`src/rtl/hack_pkg.sv`:
```
// Shared Hack CPU constants: datapath width, reset PC and the C-instruction jump-field encodings.
package hack_pkg;

  localparam int          HACK_WIDTH       = 16;
  localparam logic [15:0] RESET_PC_DEFAULT = 16'h0000;

  // Jump field j1 j2 j3 = {lt, eq, gt}
  localparam logic [2:0] JNULL = 3'b000;
  localparam logic [2:0] JGT   = 3'b001;
  localparam logic [2:0] JEQ   = 3'b010;
  localparam logic [2:0] JGE   = 3'b011;
  localparam logic [2:0] JLT   = 3'b100;
  localparam logic [2:0] JNE   = 3'b101;
  localparam logic [2:0] JLE   = 3'b110;
  localparam logic [2:0] JMP   = 3'b111;

endpackage

```
`src/rtl/or8way.sv`:
```
// Eight-input OR gate, the leaf of the Hack zero-detect tree.
module or8way (
  input  logic [7:0] in,
  output logic       out
);

  assign out = |in;

endmodule

```
`src/rtl/zero_detect16.sv`:
```
// 16-bit zero detector built from two or8way halves; zr is high when every bit is 0.
module zero_detect16 (
  input  logic [15:0] data,
  output logic        zr
);

  logic any_lo;
  logic any_hi;

  or8way u_or_lo (.in(data[7:0]),  .out(any_lo));
  or8way u_or_hi (.in(data[15:8]), .out(any_hi));

  assign zr = ~(any_lo | any_hi);

endmodule

```
`src/rtl/hack_pc_jump.sv`:
```
// Hack CPU program-counter stage: zr/ng flags, jump evaluation and PC update.
// Optional sticky jump-to-self halt is enabled by defining PC_HALT_EN.
module hack_pc_jump
  import hack_pkg::*;
#(
  parameter int               WIDTH    = HACK_WIDTH,
  parameter logic [WIDTH-1:0] RESET_PC = WIDTH'(RESET_PC_DEFAULT)
) (
  input  logic             clk,
  input  logic             reset,
  input  logic             en,
  input  logic             is_c_inst,
  input  logic [2:0]       jmp,
  input  logic [WIDTH-1:0] alu_out,
  input  logic [WIDTH-1:0] a_reg,
  output logic [WIDTH-1:0] pc,
  output logic             zr,
  output logic             ng,
  output logic             jump_taken,
  output logic             halted
);

  logic zr_c;
  logic ng_c;
  logic take;

  generate
    if (WIDTH == 16) begin : g_zd16
      zero_detect16 u_zero_detect (.data(alu_out), .zr(zr_c));
    end else begin : g_zd_generic
      assign zr_c = ~|alu_out;
    end
  endgenerate

  assign ng_c = alu_out[WIDTH-1];
  assign take = is_c_inst & ((jmp[2] & ng_c) | (jmp[1] & zr_c) | (jmp[0] & ~ng_c & ~zr_c));

`ifdef PC_HALT_EN
  // Loading the PC with its own value is the Hack idiom for "program finished".
  always_ff @(posedge clk) begin
    if (reset) begin
      halted <= 1'b0;
    end else if (en && take && (a_reg == pc)) begin
      halted <= 1'b1;
    end
  end
`else
  assign halted = 1'b0;
`endif

  // NOTE: sequential state uses non-blocking assignments so every register samples pre-edge values.
  always_ff @(posedge clk) begin
    if (reset) begin
      pc         <= RESET_PC;
      zr         <= 1'b0;
      ng         <= 1'b0;
      jump_taken <= 1'b0;
    end else begin
      jump_taken <= 1'b0;
      if (en && !halted) begin
        zr <= zr_c;
        ng <= ng_c;
        if (take) begin
          pc         <= a_reg;
          jump_taken <= 1'b1;
        end else begin
          pc <= pc + 1'b1;
        end
      end
    end
  end

endmodule
```
`config.mk`:
```
export PLATFORM = sky130hd
export DESIGN_NAME = hack_pc_jump
export DESIGN_NICKNAME = d
export VERILOG_FILES = /design/src/rtl/hack_pkg.sv /design/src/rtl/or8way.sv /design/src/rtl/zero_detect16.sv /design/src/rtl/hack_pc_jump.sv
export SDC_FILE = /design/constraint.sdc
export NUM_CORES = 1
export LEC_CHECK = 0
export ABC_AREA = 1
export BUFFER_PORTS_ARGS = -buffer_cell sky130_fd_sc_hd__buf_2
export CAP_MARGIN = 20
export CORE_UTILIZATION = 52
export DETAILED_ROUTE_END_ITERATION = 16
export PLACE_DENSITY = 0.92
export SYNTH_ARGS = -nofsm -noshare
export SYNTH_HDL_FRONTEND = slang
export SYNTH_HIERARCHICAL = 1
export SYNTH_SLANG_ARGS = --single-unit
```
`constraint.sdc`:
```
create_clock -name clk -period 4.6 [get_ports clk]
set_input_delay 0.92 -clock clk [delete_from_list [all_inputs] [get_ports clk]]
set_output_delay 0.92 -clock clk [all_outputs]
set_load 0.02 [all_outputs]
```
* After elaboration in Yosys (flattened, before gate mapping)
Index checks and enable logic that the tools add are counted.
Storage, ports and cells: flip-flop bits (word level) 19, bits of input ports 39, output and inout bits 20, logic and storage cells 21
Cells by class: $add $sub $neg 1, muxes and demuxes 2, bitwise gates (word level) 11, reduce and logical (&&, ||, !) cells 3
Operators by type and width (number):
- adder 16 x 1 -> 16 bit, second input constant | 1
- two-way mux 16 bit | 1
- OR reduction 8 bit | 2
- AND 1 bit | 5
- inverter 1 bit | 3
- bitwise OR 1 bit | 3
- OR reduction 2 bit | 1
- two-way mux 1 bit | 1

* Depth between registers and ports, before layout
Gate-level depths: netlist of the first run.
depth in word-level cells 8, mapped depth 15

* Hierarchy
Netlist of the first run, hierarchy kept.
By module, submodules not included:
- hack_pc_jump | instances 1, cells each 225, area each 1372.6 µm²
- or8way | instances 2, cells each 15, area each 56.3 µm²
- zero_detect16 | instances 1, cells each 1, area each 3.8 µm²

* Least setup slack after synthesis of the first run
Ideal clock, no wire load.
kind in2reg, start input port alu_out[12], end register pc[3], arrival 2.042 ns, data required time 4.491 ns, setup slack 2.449 ns, stages 14, cells stage by stage inv_1 > nand2_1 > nor2_1 > nand2_1 > nor2_1 > nand2_1 > nand3_4 > nand2_8 > nor2_8 > inv_4 > nand2_1 > nand3_1 > nand2_1 > inv_1
Between the ends: longest elaborated chain between the ends 8, elaborated cells on any way between the ends 9, classes of those cells mux (1); bitwise (7); reduce/logical (1)
RTL lines:
- start, declared | line hack_pc_jump.sv:14 | input logic [WIDTH-1:0] alu_out,
- OR reduction 8 bit | line or8way.sv:7 | assign out = |in;
- net g_zd16.u_zero_detect.any_hi | line zero_detect16.sv:8 | logic any_hi;
- bitwise OR 1 bit | line zero_detect16.sv:13 | assign zr = ~(any_lo | any_hi);
- inverter 1 bit | line zero_detect16.sv:13
- net zr_c | line hack_pc_jump.sv:23 | logic zr_c;
- AND 1 bit | line hack_pc_jump.sv:36 | assign take = is_c_inst & ((jmp[2] & ng_c) | (jmp[1] & zr_c) | (jmp[0] & ~ng_c & ~zr_c));
- bitwise OR 1 bit (2 in series) | line hack_pc_jump.sv:36
- AND 1 bit | line hack_pc_jump.sv:36
- two-way mux 16 bit | line hack_pc_jump.sv:63 | if (take) begin
- end signal, assigned | line hack_pc_jump.sv:64 | pc <= a_reg;
- end signal, assigned | line hack_pc_jump.sv:67 | pc <= pc + 1'b1;
- end, declared | line hack_pc_jump.sv:16 | output logic [WIDTH-1:0] pc,
The timed path passes the listed nets, and every way through them passes these cells. A chain may end at the register's enable or synchronous reset.

* Final worst setup path of the first run
start input port alu_out[15], end register pc[4]
The elaborated chain is that of the path after synthesis.

==> results of run 1 <==
kinds of logic after synthesis:
kind of cell,Yosys count,synth area share [%]
AOI/OAI and AO/OA,24,8.74
adders and majority gates,1,0.840
buffers and inverters,56,15.4
DFF,19,25.5
other,1,0.252
and+or+nand+nor,155,49.2
cells in the final DEF, fill, tap and decap left out, drive strengths merged, types with 2 or more instances in the layout:
master / Yosys / final
nand3b: 7 / 7
nand4: 5 / 5
inv: 49 / 49
dfxtp: 19 / 19
nand2: 83 / 83
o21ai: 10 / 10
nand3: 23 / 23
a21o: 2 / 2
a21oi: 11 / 11
clkbuf: 4 / 4
nor2: 36 / 36
buf: 3 / 57
tightest hold or removal path: stages (launching register included):
cell	delay [ps]
dfxtp_1	340
o21ai_0	70
nor2_1	80
cell type report:
| class | instances | area share [%] |
|---|---|---|
| Multi-Input combinational cell | 181 | 49.0 |
| Timing Repair Buffer | 57 | 15.9 |
| Tap cell | 31 | 2.16 |
| Sequential cell | 19 | 21.2 |
| Inverter | 49 | 10.4 |
| Clock buffer | 4 | 1.46 |
layer usage:
layer	GRT usage (%)	vias to the layer above	routed length (µm)
met5	0	-	0
met4	6.79	0	23
met3	5.85	4	169
met2	44.9	41	1770
met1	26.3	739	1510
li1	-	891	-
final timing paths:
path | startpoint | to | slack [ps] | cells past startpoint
setup / recovery | alu_out[15] | pc[4] | 2400 | 15
hold reg to reg | ng | ng | 510 | 2
setup reg to reg | pc[0] | pc[8] | 3050 | 8
hold / removal | ng | ng | 510 | 2
sequential cells by signal (all words and copies together) (netlist names):
signal / count
zr: 1
ng: 1
pc: 16
jump_taken: 1
power by group:
| group | internal, mW | total, mW | switching [mW] |
|---|---|---|---|
| sequential | 0.173 | 0.183 | 0.0105 |
| clock | 0.0338 | 0.0856 | 0.0518 |
| combinational | 0.0372 | 0.0924 | 0.0552 |
| total | 0.244 | 0.361 | 0.118 |
metrics by stage:
stage	instances	area (µm²)	power, mW	util (%)
finish	341	1800	0.361	65.7
global route	341	1800	0.384	65.7
CTS	341	1800	0.364	65.7
detailed placement	337	1770	0.279	64.8
global placement	337	1770	0.277	64.8
floorplan	256	1490	0.248	-
==> results.sh, run 1 <==
export IMPL_synthCells=256
export IMPL_multi_input_area_um2=880
export IMPL_dieArea_um2=3080
export IMPL_seq_area_frac_synth_pct=25.5
export IMPL_crit_type="input pin to flop"
export IMPL_rsz0062_at_grt="false"
export IMPL_setup_slack_ps=2400
export IMPL_grt_util_all_layers_pct=23.9
export IMPL_synthTopCellsByArea="dfxtp_1, nand2_1, inv_1"
export IMPL_ys_top_cells_by_count="nand2_1, inv_1, nor2_1"
export IMPL_place_ws_ps=2080
export IMPL_drt_initial_drc_count=43
export IMPL_io_pins=59
export IMPL_critical_path_required_ps=4810
export IMPL_async_flop_share_pct=0
export IMPL_end_kind="flop"
export IMPL_whs_ps=511
export IMPL_grt_pass1_wl_um=6070
export IMPL_area_growth_syn_to_layout_pct=20.7
export IMPL_ys_seq_elements=19
export IMPL_antenna_cells=0
export IMPL_drive_gt1_share_pct=24.8
export IMPL_first_pass_iters=4
export IMPL_setup_violations=0
export IMPL_place_gp_congestion=0.920
export IMPL_synth_ff_type="dfxtp_1"
export IMPL_yosysWarnings=6
export IMPL_synth_distinct_cells=27
export IMPL_synth_top_area_share_pct=25.5
export IMPL_crit_top_cell="nand2_1"
export IMPL_crit_buf_inv=4
export IMPL_core_area_um2=2730
export IMPL_clkLatencyLatePin_ps=300
export IMPL_critical_path_top_delay_family="simple AND/OR/NAND/NOR gates"
export IMPL_p_leak_nw=1.02
export IMPL_hold_viol_final=0
export IMPL_pwr_density_cell_nw_per_um2=201
export IMPL_rows=19
export IMPL_grt_max_degree=22
export IMPL_maxCapViolCount=0
export IMPL_finalSetupTns_ps=0
export IMPL_clk_pin_slew_ps=110
export IMPL_critical_path_max_fanout=17
export IMPL_worstSetupStartpointType="input pin"
export IMPL_drcViolationCount=0
export IMPL_fmax_mhz=454
export IMPL_status="finished clean"
export IMPL_final_min_clock_period_ps=2200
export IMPL_synth_edf_count=0
export IMPL_critPathArrivalTime_ps=2410
export IMPL_yosysTopAreaCell="dfxtp_1"
export IMPL_cts_max_level=1
export IMPL_cts_hold_buf=0
export IMPL_cts_tree="yes"
export IMPL_antenna_found_initial=0
export IMPL_postRouteWirelength_um=3470
export IMPL_grt_remaining_overflow=0
export IMPL_root_buffer="clkbuf_4"
export IMPL_peakVddDrop_uv=184
export IMPL_dp_hpwl_um=2740
export IMPL_hp_class="flop to flop"
export IMPL_num_vias=1675
export IMPL_post_cts_resized=0
export IMPL_maxSlewViolCount=0
export IMPL_ant_nets=0
export IMPL_syn_nets=296
export IMPL_cts_sinks=19
export IMPL_critical_path_max_stage_delay_ps=230
export IMPL_avgSynthCellArea_um2=5.82
export IMPL_synth_area_um2=1490
export IMPL_cp_cell_sequence="buf_2 > inv_1 > nand2_1 > nor2_1 > nand2_1 > nor2_1 > nand2_1 > nand3_4 > nand2_8 > nor2_8 > inv_4 > nand2_1 > nand3_1 > nand2_1 > inv_1"
export IMPL_final_seq_area_um2=380
export IMPL_dieWidth_um=55.5
export IMPL_fin_skew_ps=2.50
export IMPL_start_util_pct=54.5
export IMPL_nFillCells=280
export IMPL_nNetsFinal=351
export IMPL_die_height_um=55.5
export IMPL_synthMostInstantiatedCell="nand2_1"
export IMPL_fin_crit_sh_pct=47.9
export IMPL_cts_made_buffers=3
export IMPL_cts_buffer_depth=2
export IMPL_cts_setup_buffers=0
export IMPL_slowest_stage="nor2_1"
export IMPL_wire_per_inst_um=10.2
export IMPL_grt_pass1_vias=1528
export IMPL_io_buffers=57
export IMPL_post_drt_via_cell_ratio=4.91
Power figures use the tool's default switching activity.
==> inputs of run 2 (changes only) <==
- CORE_UTILIZATION: 52 -> 44
- PLACE_DENSITY: 0.92 -> 0.83
- clock period: 4.6 -> 1.9 ns (I/O delays scaled with it)
==> run 2 against run 1 <==
- sequential power is 140% higher
- combinational power is 150% higher
- clock power grew to 2.5 times the previous value
- register-to-register slack worse by 2700 ps
- sequential share of layout area is 0.45 points lower
- sequential cell count stayed put
- clock skew is 6.3 ps higher
- cell area is 2.2% higher
- setup slack worse by 2000 ps
- non-clock buffer count is 3 higher
==> results.sh, run 2 (synthesized netlist as in run 1, its figures left out) <==
export IMPL_die_height_um=60.2
export IMPL_fmax_mhz=654
export IMPL_final_min_clock_period_ps=1530
export IMPL_power_frac_comb_pct=25.7
export IMPL_first_pass_iters=4
export IMPL_pwr_density_cell_nw_per_um2=484
export IMPL_crit_top_cell="nand2_1"
export IMPL_worstSetupStartpointType="input pin"
export IMPL_drt_initial_drc_count=79
export IMPL_placed_area_um2=1810
export IMPL_rows=20
export IMPL_fin_skew_ps=8.78
export IMPL_drive_gt1_share_pct=25.6
export IMPL_power_frac_clock_pct=24.4
export IMPL_critical_path_max_stage_delay_ps=210
export IMPL_maxCapViolCount=0
export IMPL_root_buffer="clkbuf_4"
export IMPL_antenna_cells=0
export IMPL_intPower_mw=0.596
export IMPL_ant_nets=0
export IMPL_peakVddDrop_uv=255
export IMPL_cts_buffer_depth=2
export IMPL_nNetsFinal=354
export IMPL_core_area_um2=3130
export IMPL_grt_pass1_wl_um=6020
export IMPL_place_gp_congestion=0.883
export IMPL_area_growth_syn_to_layout_pct=23.3
export IMPL_place_ws_ps=53.5
export IMPL_dieArea_um2=3620
export IMPL_dieWidth_um=60.2
export IMPL_cts_hold_buf=0
export IMPL_mostFrequentLayoutCells="nand2_1, buf_2, inv_1, nor2_1, dfxtp_1"
export IMPL_antenna_found_initial=0
export IMPL_hp_class="input pin to flop"
export IMPL_wire_per_inst_um=9.46
export IMPL_slowest_stage="nor2_1"
export IMPL_io_buffers=57
export IMPL_finalSetupTns_ps=0
export IMPL_crit_type="input pin to flop"
export IMPL_finalNonFillerCells=357
export IMPL_largest_reg_flops=16
export IMPL_power_mw=0.889
export IMPL_io_pins=59
export IMPL_cts_max_level=1
export IMPL_setup_slack_ps=371
export IMPL_rsz0062_at_grt="false"
export IMPL_grt_remaining_overflow=0
export IMPL_utilization_pct=58.7
export IMPL_end_kind="flop"
export IMPL_post_cts_resized=0
export IMPL_p_leak_nw=1.03
export IMPL_net_switching_power_mw=0.293
export IMPL_critPathArrivalTime_ps=1740
export IMPL_critical_path_required_ps=2120
export IMPL_clkLatencyLatePin_ps=310
export IMPL_start_util_pct=47.6
export IMPL_fin_area_um2=1840
export IMPL_swShare_pct=33.0
export IMPL_cts_tree="yes"
export IMPL_cts_setup_buffers=0
export IMPL_critical_path_max_fanout=10
export IMPL_grt_util_all_layers_pct=21.4
export IMPL_drcViolationCount=0
export IMPL_post_drt_via_cell_ratio=4.69
export IMPL_regMostFlops="pc"
export IMPL_grt_max_degree=21
export IMPL_cp_cell_sequence="buf_2 > inv_1 > nand2_1 > nor2_1 > nand2_1 > nor2_1 > nand2_1 > nand3_4 > nand2_8 > nor2_8 > inv_4 > nand2_1 > nand3_1 > nand2_1 > inv_1"
export IMPL_postRouteWirelength_um=3380
export IMPL_p_seq_share_pct=49.9
export IMPL_cts_sinks=19
export IMPL_clk_pin_slew_ps=120
export IMPL_hold_viol_final=0
export IMPL_dp_cells=353
export IMPL_whs_ps=307
export IMPL_num_vias=1675
export IMPL_grt_pass1_vias=1544
export IMPL_maxSlewViolCount=0
export IMPL_mostFrequentLayoutCell="nand2_1"
export IMPL_cts_made_buffers=3
export IMPL_dp_hpwl_um=2690
export IMPL_fin_crit_sh_pct=80.5
export IMPL_setup_violations=0
export IMPL_status="finished clean"
[run 2: worst paths after layout]
| path | startpoint | end | slack, ps | cells past startpoint |
|---|---|---|---|---|
| setup / recovery | alu_out[15] | pc[6] | 370 | 15 |
| hold / removal | a_reg[0] | pc[0] | 310 | 3 |
| setup reg to reg | pc[0] | pc[10] | 400 | 8 |
| hold reg to reg | pc[15] | pc[15] | 500 | 2 |
[run 2: metal layers]
metal	wire [µm]	up-vias	share of wire, %	GRT usage (%)
li1	-	896	-	-
met1	1540	730	46	24.7
met2	1640	43	49	38.5
met3	156	6	4.6	4.76
met4	39	0	1.2	6.98
met5	0	-	0	0
[run 2: critical path: cells and delay by family]
family / cells / cell delay (ps)
simple gates: 11 / 1080
buf+inv: 4 / 280
[run 2: power groups by stage]
| stage | Clock [mW] | Combinational, mW | Sequential (mW) |
|---|---|---|---|
| after floorplan | 0 | 0.128 | 0.473 |
| after global placement | 0 | 0.228 | 0.452 |
| after detailed placement | 0 | 0.230 | 0.453 |
| after CTS | 0.227 | 0.231 | 0.444 |
| after global routing | 0.237 | 0.260 | 0.448 |
| final | 0.217 | 0.228 | 0.444 |
[run 2: cell type report]
| class | count | area [µm²] |
|---|---|---|
| timing repair buffer | 60 | 308 |
| inverter | 49 | 186 |
| sequential | 19 | 380 |
| multi-input combinational | 181 | 880 |
| clock buffer | 4 | 26.3 |
| fill | 331 | 1290 |
| tap | 44 | 55.1 |
==> inputs of run 3 (changes only) <==
- clock period: 1.9 -> 1.4 ns (I/O delays scaled with it)
==> run 3 against run 2 <==
- sequential power grew 35%
- critical path depth is 1 lower
- count of clock-buffer cells in the layout unchanged
- sequential share of layout area fell by 2.0 points
- combinational power increased by 67%
- wire length up 13%
- non-clock buffer count rose by 13
- clock power up 33%
==> results.sh, run 3 (synthesized netlist as in run 1, its figures left out) <==
export IMPL_hp_class="input pin to flop"
export IMPL_drt_initial_drc_count=81
export IMPL_dieArea_um2=3620
export IMPL_clkLatencyLatePin_ps=300
export IMPL_cts_hold_buf=0
export IMPL_grt_util_all_layers_pct=22.3
export IMPL_dp_hpwl_um=2800
export IMPL_cp_cell_sequence="buf_2 > inv_1 > nand2_2 > nor2_4 > nand2_2 > nor2_4 > nor2_2 > nand2_2 > nand3_4 > nand2_8 > buf_6 > nand3_1 > nand2_1 > a21oi_1"
export IMPL_drive_gt1_share_pct=41.6
export IMPL_grt_pass1_vias=1510
export IMPL_drcViolationCount=0
export IMPL_fin_crit_sh_pct=94.7
export IMPL_status="finished clean"
export IMPL_core_area_um2=3130
export IMPL_cts_tree="yes"
export IMPL_first_pass_iters=4
export IMPL_io_buffers=57
export IMPL_largest_reg_flops=16
export IMPL_io_pins=59
export IMPL_setup_violations=0
export IMPL_dieWidth_um=60.2
export IMPL_grt_max_degree=21
export IMPL_die_height_um=60.2
export IMPL_cts_sinks=19
export IMPL_critPathArrivalTime_ps=1520
export IMPL_pwr_density_cell_nw_per_um2=607
export IMPL_end_kind="flop"
export IMPL_place_ws_ps=-275
export IMPL_rows=20
export IMPL_cts_buffer_depth=2
export IMPL_place_gp_congestion=0.885
export IMPL_regMostFlops="pc"
export IMPL_mostFrequentLayoutCells="nand2_1, buf_2, inv_1, nor2_1, dfxtp_1"
export IMPL_critical_path_max_stage_delay_ps=140
export IMPL_critical_path_required_ps=1600
export IMPL_antenna_cells=0
export IMPL_setup_slack_ps=74.1
export IMPL_root_buffer="clkbuf_4"
export IMPL_grt_remaining_overflow=0
export IMPL_critical_path_top_delay_family="simple AND/OR/NAND/NOR gates"
export IMPL_maxSlewViolCount=0
export IMPL_cts_made_buffers=3
export IMPL_crit_buf_inv=3
export IMPL_fin_skew_ps=1.51
export IMPL_cts_max_level=1
export IMPL_nNetsFinal=368
export IMPL_post_drt_via_cell_ratio=4.73
export IMPL_grt_pass1_wl_um=6170
export IMPL_crit_top_cell="nand2_2"
export IMPL_peakVddDrop_uv=547
export IMPL_wire_per_inst_um=10.3
export IMPL_area_growth_syn_to_layout_pct=40.0
export IMPL_clk_pin_slew_ps=110
export IMPL_final_min_clock_period_ps=1330
export IMPL_postRouteWirelength_um=3810
export IMPL_worstSetupStartpointType="input pin"
export IMPL_rsz0062_at_grt="true"
export IMPL_num_vias=1756
export IMPL_p_leak_nw=1.12
export IMPL_critical_path_max_fanout=7
export IMPL_power_mw=1.27
export IMPL_start_util_pct=47.6
export IMPL_nFillCells=275
export IMPL_fmax_mhz=754
export IMPL_antenna_found_initial=0
export IMPL_hold_viol_final=0
export IMPL_finalSetupTns_ps=0
export IMPL_slowest_stage="nor2_4"
export IMPL_mostFrequentLayoutCell="nand2_1"
export IMPL_ant_nets=0
export IMPL_crit_type="input pin to flop"
export IMPL_maxCapViolCount=0
[run 3: cell count changes in the layout (fill, tap and decap cells not counted), moves of 5 or more]
cell,change
buf_4,+10
inv_2,+12
nand2_1,-10
nand2_2,+10
nor2_1,-8
nor2_2,+5
inv_1,-15
buf_6,+7
[run 3: cell type report]
class                           count  area [µm²]  share of cell area (%)
Timing Repair Buffer               73         442                    21.2
Multi-Input combinational cell    182         972                    46.6
Tap cell                           44        55.1                    2.64
Clock buffer                        4        26.3                    1.26
Sequential cell                    19         390                    18.7
Inverter                           49         199                    9.54
[run 3: power by group]
| group | total [mW] | switching, mW | internal, mW |
|---|---|---|---|
| Sequential | 0.598 | 0.0293 | 0.569 |
| Combinational | 0.381 | 0.215 | 0.165 |
| Clock | 0.288 | 0.176 | 0.111 |
[run 3: routing by layer]
layer | GRT usage [%] | part of all wire [%] | vias up | wire (µm)
met5 | 0 | 0 | - | 0
met4 | 4.65 | 0.45 | 0 | 17
met3 | 4.98 | 4.7 | 2 | 180
met2 | 41.3 | 52 | 45 | 1970
met1 | 25.7 | 43 | 778 | 1640
li1 | - | - | 931 | -
[run 3: timing repair]
| action | in CTS | in global routing |
|---|---|---|
| gates resized for setup | 0 | 43 |
| endpoints found under the setup margin | 0 | 15 |
| setup buffers | 0 | 3 |
[run 3: worst min-delay path, stage by stage]
cell and delay (ps):
buf_2 90, nand2_1 50, a31oi_1 60
[run 3: per-stage QoR]
stage	instance area (µm²)	instances	util [%]	hold slack, ps
after global placement	1910	363	61.2	484
after detailed placement	1910	363	61.2	476
after global routing	2080	371	66.6	227
after CTS	1940	367	62.0	205
after floorplan	1520	256	-	415
final	2080	371	66.6	212
[run 3: path summary, 6_finish.rpt]
kind | from | endpoint | slack (ps) | cells after the start
max | alu_out[6] | pc[9] | 70 | 14
min | a_reg[0] | pc[0] | 210 | 3
max reg2reg | pc[0] | pc[8] | 80 | 8
min reg2reg | pc[15] | pc[15] | 500 | 2
